==> src/rtl/uart_bus_master_if.sv <==
// uart_bus_master_if: UART byte stream, mem_* bus and status signals
// master = bridge side, slave = UART/responder/environment side
interface uart_bus_master_if;
    logic        rx_valid;
    logic [7:0]  rx_data;
    logic        tx_valid;
    logic        tx_ready;
    logic [7:0]  tx_data;
    logic        mem_valid;
    logic        mem_ready;
    logic [31:0] mem_addr;
    logic [31:0] mem_wdata;
    logic [3:0]  mem_wstrb;
    logic [31:0] mem_rdata;
    logic        busy;
    logic        dropped;

    modport master (
        input  rx_valid, rx_data, tx_ready, mem_ready, mem_rdata,
        output tx_valid, tx_data, mem_valid, mem_addr, mem_wdata,
        output mem_wstrb, busy, dropped
    );

    modport slave (
        output rx_valid, rx_data, tx_ready, mem_ready, mem_rdata,
        input  tx_valid, tx_data, mem_valid, mem_addr, mem_wdata,
        input  mem_wstrb, busy, dropped
    );
endinterface

==> src/rtl/uart_bus_master.sv <==
// uart_bus_master: UART-framed debug bridge issuing single-word mem_* cycles.
// Ports: clk, resetn (async low), bus (uart_bus_master_if.master). Option: UBM_TIMEOUT_EN.
module uart_bus_master #(
    parameter int TIMEOUT_CYCLES = 1024
) (
    input  logic clk,
    input  logic resetn,
    uart_bus_master_if.master bus
);
    localparam logic [2:0] S_IDLE = 3'd0;
    localparam logic [2:0] S_ADDR = 3'd1;
    localparam logic [2:0] S_DATA = 3'd2;
    localparam logic [2:0] S_BUS  = 3'd3;
    localparam logic [2:0] S_RESP = 3'd4;

    localparam logic [7:0] OP_W = 8'h57;
    localparam logic [7:0] OP_R = 8'h52;
    localparam logic [7:0] ACK  = 8'h06;
    localparam logic [7:0] NAK  = 8'h15;

    logic [2:0]  r_state;
    logic [1:0]  r_cnt;
    logic        r_is_wr;
    logic        r_rd_resp;
    logic [31:0] r_addr;
    logic [31:0] r_wdata;
    logic [3:0]  r_wstrb;
    logic [31:0] r_rdata;
    logic        r_mem_valid;
    logic        r_tx_valid;
    logic [7:0]  r_tx_data;
    logic        r_dropped;
    logic        w_tmo;
    logic        w_last;

    assign w_last = (r_cnt == 2'd3);

`ifdef UBM_TIMEOUT_EN
    localparam int TW = $clog2(TIMEOUT_CYCLES + 1);
    logic [TW-1:0] r_tmo;

    // Counts BUS cycles; zero on every entry to BUS.
    always_ff @(posedge clk or negedge resetn) begin
        if (!resetn) begin
            r_tmo <= '0;
        end else if (r_state != S_BUS) begin
            r_tmo <= '0;
        end else begin
            r_tmo <= r_tmo + 1'b1;
        end
    end

    assign w_tmo = (r_tmo == TW'(TIMEOUT_CYCLES - 1));
`else
    logic w_unused_tmo;
    assign w_unused_tmo = (TIMEOUT_CYCLES != 0);
    assign w_tmo = 1'b0;
`endif

    always_ff @(posedge clk or negedge resetn) begin
        if (!resetn) begin
            r_state     <= S_IDLE;
            r_cnt       <= 2'd0;
            r_is_wr     <= 1'b0;
            r_rd_resp   <= 1'b0;
            r_addr      <= 32'd0;
            r_wdata     <= 32'd0;
            r_wstrb     <= 4'h0;
            r_rdata     <= 32'd0;
            r_mem_valid <= 1'b0;
            r_tx_valid  <= 1'b0;
            r_tx_data   <= 8'd0;
            r_dropped   <= 1'b0;
        end else begin
            if (bus.rx_valid && (r_state == S_BUS || r_state == S_RESP)) begin
                r_dropped <= 1'b1;
            end
            unique case (r_state)
                S_IDLE: begin
                    if (bus.rx_valid) begin
                        r_cnt <= 2'd0;
                        if (bus.rx_data == OP_W || bus.rx_data == OP_R) begin
                            r_is_wr <= (bus.rx_data == OP_W);
                            r_state <= S_ADDR;
                        end else begin
                            r_rd_resp  <= 1'b0;
                            r_tx_data  <= NAK;
                            r_tx_valid <= 1'b1;
                            r_state    <= S_RESP;
                        end
                    end
                end
                S_ADDR: begin
                    if (bus.rx_valid) begin
                        // LSB first: each byte enters at the top
                        r_addr <= {bus.rx_data, r_addr[31:8]};
                        r_cnt  <= r_cnt + 2'd1;
                        if (w_last) begin
                            r_cnt <= 2'd0;
                            if (r_is_wr) begin
                                r_state <= S_DATA;
                            end else begin
                                r_wstrb     <= 4'h0;
                                r_mem_valid <= 1'b1;
                                r_state     <= S_BUS;
                            end
                        end
                    end
                end
                S_DATA: begin
                    if (bus.rx_valid) begin
                        r_wdata <= {bus.rx_data, r_wdata[31:8]};
                        r_cnt   <= r_cnt + 2'd1;
                        if (w_last) begin
                            r_cnt       <= 2'd0;
                            r_wstrb     <= 4'hf;
                            r_mem_valid <= 1'b1;
                            r_state     <= S_BUS;
                        end
                    end
                end
                S_BUS: begin
                    // mem_ready wins over an expiring timeout
                    if (bus.mem_ready) begin
                        r_mem_valid <= 1'b0;
                        r_rdata     <= bus.mem_rdata;
                        r_cnt       <= 2'd0;
                        r_rd_resp   <= !r_is_wr;
                        r_tx_data   <= r_is_wr ? ACK : bus.mem_rdata[7:0];
                        r_tx_valid  <= 1'b1;
                        r_state     <= S_RESP;
                    end else if (w_tmo) begin
                        r_mem_valid <= 1'b0;
                        r_cnt       <= 2'd0;
                        r_rd_resp   <= 1'b0;
                        r_tx_data   <= NAK;
                        r_tx_valid  <= 1'b1;
                        r_state     <= S_RESP;
                    end
                end
                S_RESP: begin
                    // One idle cycle between bytes: 2 clocks per byte min.
                    if (r_tx_valid) begin
                        if (bus.tx_ready) begin
                            r_tx_valid <= 1'b0;
                            if (!r_rd_resp || w_last) begin
                                r_state <= S_IDLE;
                            end else begin
                                r_cnt     <= r_cnt + 2'd1;
                                r_tx_data <= r_rdata[15:8];
                                r_rdata   <= {8'd0, r_rdata[31:8]};
                            end
                        end
                    end else begin
                        r_tx_valid <= 1'b1;
                    end
                end
                default: begin
                    r_state <= S_IDLE;
                end
            endcase
        end
    end

    assign bus.mem_valid = r_mem_valid;
    assign bus.mem_addr  = r_addr;
    assign bus.mem_wdata = r_wdata;
    assign bus.mem_wstrb = r_wstrb;
    assign bus.tx_valid  = r_tx_valid;
    assign bus.tx_data   = r_tx_data;
    assign bus.busy      = (r_state != S_IDLE);
    assign bus.dropped   = r_dropped;
endmodule

==> src/flat_wrapper.sv <==
// flat-port wrapper written by rule: the top's interface ports become plain ports
module uart_bus_master_flat 
#(
    parameter int TIMEOUT_CYCLES = 1024
)
  (clk, resetn, bus_rx_valid, bus_rx_data, bus_tx_ready, bus_mem_ready, bus_mem_rdata, bus_tx_valid, bus_tx_data, bus_mem_valid, bus_mem_addr, bus_mem_wdata, bus_mem_wstrb, bus_busy, bus_dropped);
  uart_bus_master_if bus_i ();
  input  logic clk;
  input  logic resetn;
  input wire logic [$bits(bus_i.rx_valid)-1:0] bus_rx_valid;
  input wire logic [$bits(bus_i.rx_data)-1:0] bus_rx_data;
  input wire logic [$bits(bus_i.tx_ready)-1:0] bus_tx_ready;
  input wire logic [$bits(bus_i.mem_ready)-1:0] bus_mem_ready;
  input wire logic [$bits(bus_i.mem_rdata)-1:0] bus_mem_rdata;
  output wire logic [$bits(bus_i.tx_valid)-1:0] bus_tx_valid;
  output wire logic [$bits(bus_i.tx_data)-1:0] bus_tx_data;
  output wire logic [$bits(bus_i.mem_valid)-1:0] bus_mem_valid;
  output wire logic [$bits(bus_i.mem_addr)-1:0] bus_mem_addr;
  output wire logic [$bits(bus_i.mem_wdata)-1:0] bus_mem_wdata;
  output wire logic [$bits(bus_i.mem_wstrb)-1:0] bus_mem_wstrb;
  output wire logic [$bits(bus_i.busy)-1:0] bus_busy;
  output wire logic [$bits(bus_i.dropped)-1:0] bus_dropped;
  assign bus_i.rx_valid = bus_rx_valid;
  assign bus_i.rx_data = bus_rx_data;
  assign bus_i.tx_ready = bus_tx_ready;
  assign bus_i.mem_ready = bus_mem_ready;
  assign bus_i.mem_rdata = bus_mem_rdata;
  assign bus_tx_valid = bus_i.tx_valid;
  assign bus_tx_data = bus_i.tx_data;
  assign bus_mem_valid = bus_i.mem_valid;
  assign bus_mem_addr = bus_i.mem_addr;
  assign bus_mem_wdata = bus_i.mem_wdata;
  assign bus_mem_wstrb = bus_i.mem_wstrb;
  assign bus_busy = bus_i.busy;
  assign bus_dropped = bus_i.dropped;
  uart_bus_master #(.TIMEOUT_CYCLES(TIMEOUT_CYCLES)) u_core (.clk(clk), .resetn(resetn), .bus(bus_i));
endmodule
==> config.mk <==
export PLATFORM = sky130hd
export DESIGN_NAME = uart_bus_master_flat
export DESIGN_NICKNAME = d
export VERILOG_FILES = /design/src/rtl/uart_bus_master_if.sv /design/src/rtl/uart_bus_master.sv /design/src/flat_wrapper.sv
export SDC_FILE = /design/constraint.sdc
export NUM_CORES = 1
export LEC_CHECK = 0
export CAP_MARGIN = 20
export CORE_UTILIZATION = 65
export CTS_BUF_LIST = sky130_fd_sc_hd__clkbuf_8
export DETAILED_ROUTE_END_ITERATION = 7
export DONT_BUFFER_PORTS = 1
export PLACE_DENSITY = 0.83
export SLEW_MARGIN = 20
export SYNTH_ARGS = -nofsm -noshare
export SYNTH_HDL_FRONTEND = slang
export SYNTH_SLANG_ARGS = --single-unit
==> constraint.sdc <==
create_clock -name clk -period 6.05 [get_ports clk]
set_input_delay 1.21 -clock clk [delete_from_list [all_inputs] [get_ports clk]]
set_output_delay 1.21 -clock clk [all_outputs]
set_load 0.05 [all_outputs]
# ---- Yosys cells after proc, flatten, opt, wreduce, memory -nomap -nowiden
# Index checks and enable logic that the tools add are counted.
dict set report word_totals {
  reg_bits 118
  input_bits 45
  out_inout_bits 80
  wordCells 115
}
dict set report classes {
  addsub 1
  n_eq_ne 20
  mux 56
  n_reduce_logical 26
}
# operator n
set ops {}
lappend ops {{32-bit 2-to-1 mux} 4}
lappend ops {{32-bit case mux with 2 select lines} 1}
lappend ops {{8-bit 2-to-1 mux} 7}
lappend ops {{3-bit 2-to-1 mux} 10}
lappend ops {{8-bit case mux with 3 select lines} 1}
lappend ops {{7-bit AND reduction} 3}
lappend ops {{4-bit 2-to-1 mux} 5}
lappend ops {{2-bit inequality test (second input constant)} 9}
lappend ops {{8-bit by 7-bit equality test with 1-bit output (second input constant)} 2}
lappend ops {{1-bit 2-to-1 mux} 15}
lappend ops {{3-bit case mux with 5 select lines} 1}
lappend ops {{2-bit 2-to-1 mux} 7}
lappend ops {{9-bit AND reduction} 1}
lappend ops {{3-bit nonzero test} 3}
lappend ops {{2-bit by 1-bit inequality test with 1-bit output (second input constant)} 4}
lappend ops {{2-bit case mux with 4 select lines} 1}
lappend ops {{4-bit case mux with 2 select lines} 1}
lappend ops {{4-bit AND reduction} 2}
lappend ops {{3-bit by 2-bit equality test with 1-bit output (second input constant)} 2}
lappend ops {{1-bit case mux with 3 select lines} 2}
lappend ops {{6-bit AND reduction} 1}
lappend ops {{2-bit nonzero test} 3}
lappend ops {{5-bit AND reduction} 1}
lappend ops {{2-bit AND reduction} 2}
lappend ops {{other kinds (12)} 15}

# ---- Longest topological paths before layout
dict set report depth {
  depth_word 6
  depth_mapped 7
  mapped_depth_nobuf 5
}

# ---- Worst setup path before layout
# No wires, ideal clock.
dict set report synth_path {
  kind {input-to-reg}
  from {input bus_rx_data[3]}
  to {register u_core.r_tx_data[1] (netlist: u_core.bus.tx_data[1])}
  setup_time_ns 0.125
  t_arrival_ns 2.639
  required_time_ns 5.925
  path_slack_ns 3.286
  stages 5
  n_path_buf 1
  path_cell_list {or4bb_1 > nor4_4 > nor4bb_1 > buf_6 > mux2_4}
}
dict set report synth_via {
  elab_chain_len 4
  elab_cells_between_ends 5
  classes_between {3 x eq/ne; 2 x reduce/logical}
}
# element line_no
set synth_lines {}
lappend synth_lines {{from (decl)} flat_wrapper.sv:11} ;# input wire logic [$bits(bus_i.rx_data)-1:0] bus_rx_data;
lappend synth_lines {{8-bit by 7-bit equality test with 1-bit output} uart_bus_master.sv:82} ;# if (bus.rx_data == OP_W || bus.rx_data == OP_R) begin
lappend synth_lines {{1-bit logical OR *} uart_bus_master.sv:82}
lappend synth_lines {{2-bit inequality test (no line) *} -}
lappend synth_lines {{7-bit AND reduction (no line) *} -}
lappend synth_lines {{to (signal assigned)} uart_bus_master.sv:129} ;# r_tx_data <= r_is_wr ? ACK : bus.mem_rdata[7:0];
lappend synth_lines {{to (signal assigned)} uart_bus_master.sv:150} ;# r_tx_data <= r_rdata[15:8];
lappend synth_lines {{to (decl)} uart_bus_master.sv:31} ;# logic [7:0] r_tx_data;
# Every way passes the cells marked *; elsewhere a longest branch is shown, timed or not.
# A chain may end at the register's enable or synchronous reset.

# ---- Worst setup path after layout
dict set report layout_path {
  from {register u_core.r_state[1]}
  to {output bus_busy}
}
dict set report layout_via {
  elab_chain_len 1
}
# element line_no
set layout_lines {}
lappend layout_lines {{from (decl)} uart_bus_master.sv:21} ;# logic [2:0] r_state;
lappend layout_lines {{from (signal assigned)} uart_bus_master.sv:62} ;# r_state <= S_IDLE;
lappend layout_lines {{from (signal assigned)} uart_bus_master.sv:84} ;# r_state <= S_ADDR;
lappend layout_lines {{from (signal assigned)} uart_bus_master.sv:89} ;# r_state <= S_RESP;
lappend layout_lines {{3-bit nonzero test} uart_bus_master.sv:171} ;# assign bus.busy = (r_state != S_IDLE);
lappend layout_lines {{to (decl)} flat_wrapper.sv:21} ;# output wire logic [$bits(bus_i.busy)-1:0] bus_busy;
# Every way passes these cells.

==> results.yml <==
run_status:
  status: "complete, no violations"
clock_tree:
  holdBufCountCts: 0
  cts_htree_levels: 3
  clock_sinks: 107
  cts_resized: 0
  clk_path_buf_depth: 2
  postCtsSetupRepairBufs: 0
  path_clk_slew_ns: 0.12
  root_buffer: "clkbuf_8"
  clk_latency_ns: 0.38
  cts_buffers: 9
  cts_tree: "yes"
routing:
  initialDrtViolationCount: 154
  antenna_left: 0
  firstDrtPassIters: 4
  wl_per_cell_um: 19.20
  vias: 2921
  drc: 0
  routed_wl_mm: 9.120
  viasPerCell: 6.149
logic_synthesis:
  ys.flop_type: "dfrtp_1"
  ys_types: 48
  synth.net_count: 434
  synth.top_cell.area_share_pct: 57.33
  synth-seq-cells: 107
  synth_edf_count: 0
  async_reset_ff_share_pct: 100.0
  yosysWarnings: 0
  yosys.area.top_type: "dfrtp_1"
  yosys-top-cells-area: "dfrtp_1 (57%), mux2_2 (15%), nand2_1 (3.1%), a31oi_1 (2.1%), mux2_4 (1.9%)"
  netlist_instances: 388
  synthesis.area_sq_mm: 0.004671
  yosysSeqAreaShare_pct: 57.33
  syn_avg_cell_area_sq_um: 12.04
critical_path:
  path_cells: "or3_4"
  crit_start: "u_core.r_state[1]$_DFFE_PN0P_"
  start_kind: "flop"
  critPathMaxFanout: 20
  ff2ff_path_depth: 5
  required_ns: 4.84
  critPathTopFamily: "flip-flops"
  critPathKind: "reg -> out"
  reg2reg_from: "u_core.r_state[1]$_DFFE_PN0P_"
  worst-path-buf-inv: 0
  worst-endpoint-arrival_ns: 1.60
  crit_path_end_kind: "primary output"
  critical_path.slowest_cell: "dfrtp_1"
  max_stage_delay_ns: 0.63
  cp.depth: 1
die:
  die_y_um: 86.77
  coreArea_sq_mm: 0.006869
  rows: 30
  dieArea_sq_mm: 0.007529
  floorplan.die.width_um: 86.77
  io_pins: 125
  start_util_pct: 68.00
global_routing:
  grtUsageTotal_pct: 25.87
  grt_pass1_vias: 2910
  overflow: 0
  antenna_found_initial: 0
  grt_pass1_wl_mm: 14.68
  grt_max_degree: 108
timing:
  setup_viol: 0
  grt_setup_unrepaired: "false"
  timing.final.hold_violations: 0
  maxSlewViolCount: 0
  clock.fmax_mhz: 356.2
  tightest_slew_ns: 0.9745
  period_needed_ns: 2.807
  fin_tns_setup_ns: 0
  min_period_over_period_pct: 46.40
  slew_headroom_pct: 35.04
  clock-skew-final_ns: 0.01855
finish:
  layout-drive-gt1-share_pct: 26.39
  final_util_pct: 71.68
  diodes: 0
  nets: 420
  syn_to_final_growth_pct: 5.411
placed_design:
  dpl.hpwl_mm: 6.148
  port_buffers: 0
  gp_congestion: 0.8516
power_and_ir_drop:
  sw_frac_of_total_pct: 38.40
  p_clk_share_pct: 23.5
  switchingPower_uw: 781.7
  p_leak_nw: 2.353
  seq_power_share_pct: 54.7
  intPower_mw: 1.254
  p_per_area_mw_per_mm2: 413.5
  power_frac_comb_pct: 21.8
  ir_worst_vdd_uv: 231.1
job:
  max-cap-violations: 0
min_path:
  hold_path_class: "in -> async"
-- kinds of logic (layout without fill, tap and decap cells) --
logic type      count (synthesis)  count (layout)  synth area share (%)
flops                         107             107                 57.33
simple gates                   98              98                 10.74
mux                            75              75                 18.46
compound gates                 62              62                 8.599
buf+inv                        43              34                 4.233
xor+xnor                        2               2                0.3751
fa+ha+maj                       1               1                0.2678
-- Yosys cell counts (6+ instances only) --
cell type	n
dfrtp_1	107
mux2_2	64
nand2_1	39
nor2_1	19
a31oi_1	16
o21ai_0	16
clkbuf_1	14
inv_1	13
buf_2	8
nand3_1	8
a21oi_1	7
nor2b_1	7
a22o_1	6
mux2_4	6
-- worst paths after layout --
kind | endpoint | slack [ns]
setup / recovery | bus_busy | 3.24
hold / removal | u_core.bus.mem_addr[24]$_DFFE_PN0P_ | 0.51
setup reg to reg | u_core.bus.tx_data[3]$_DFFE_PN0P_ | 3.57
hold reg to reg | u_core.r_cnt[1]$_DFFE_PN0P_ | 0.54
max in group asynchronous | u_core.bus.mem_wdata[17]$_DFFE_PN0P_ | 5.41
min in group clk | u_core.r_cnt[1]$_DFFE_PN0P_ | 0.54
-- layer usage --
metal	part of all wire [%]	up-vias	global-route usage, %
li1	-	1332	-
met1	42	1442	34.75
met2	49	121	39.47
met3	6.7	26	6.762
met4	2.5	0	12.73
met5	0	-	0
-- area by class of cell --
cell class | count | area, sq um
clock buffers | 9 | 123.9
flip-flops and latches | 107 | 2679
multi-input cells | 238 | 1812
well taps | 96 | 120.1
fillers | 491 | 1946
repair buffers | 5 | 37.54
inverters | 13 | 48.80
clock inverters | 7 | 102.6
-- power by group through the flow --
stage	clock (mW)	sequential [mW]	combinational (mW)
floorplan	0	1.07	0.393
global placement	0	1.12	0.421
detailed placement	0	1.12	0.441
CTS	0.488	1.11	0.443
global route	0.520	1.13	0.500
finish	0.479	1.11	0.444
-- placed cells by master (no fill, tap or decap), types with 2 or more instances in the layout --
cell type / count
dfrtp_1: 106
mux2_2: 64
nand2_1: 39
nor2_1: 19
o21ai_0: 16
a31oi_1: 16
inv_1: 13
clkbuf_8: 9
nand3_1: 8
a21oi_1: 7
nor2b_1: 7
a22o_1: 6
mux2_4: 6
buf_4: 5
nand2b_1: 4
o22ai_1: 4
mux2i_1: 4
nand3b_1: 3
nor3_1: 3
or3b_2: 2
a21o_1: 2
xor2_1: 2
o41ai_1: 2
and3_1: 2
inv_8: 2
inv_6: 2
clkinv_8: 2
-- registers in the layout, indices dropped and copies added (netlist names) --
signal	cells
u_core.bus.tx_data	8
u_core.r_rd_resp	1
u_core.r_cnt	2
u_core.bus.dropped	1
u_core.r_state	3
u_core.bus.mem_valid	1
u_core.bus.tx_valid	1
u_core.bus.mem_wstrb	1
u_core.bus.mem_wdata	32
u_core.r_is_wr	1
u_core.bus.mem_addr	32
u_core.r_rdata	24
-- through the flow --
stage	cells	hold WS, ns	power (mW)	cell area (sq um)	worst slack (ns)
final	475	0.5132	2.036	4923	3.243
after global routing	475	0.4803	2.150	4923	3.189
after CTS	475	0.4942	2.042	4923	3.249
after detailed placement	459	0.5236	1.566	4697	3.057
after global placement	459	0.5206	1.539	4697	3.126
after floorplan	388	0.4975	1.466	4671	3.286
Note: power is estimated with default switching activity, not from simulation.
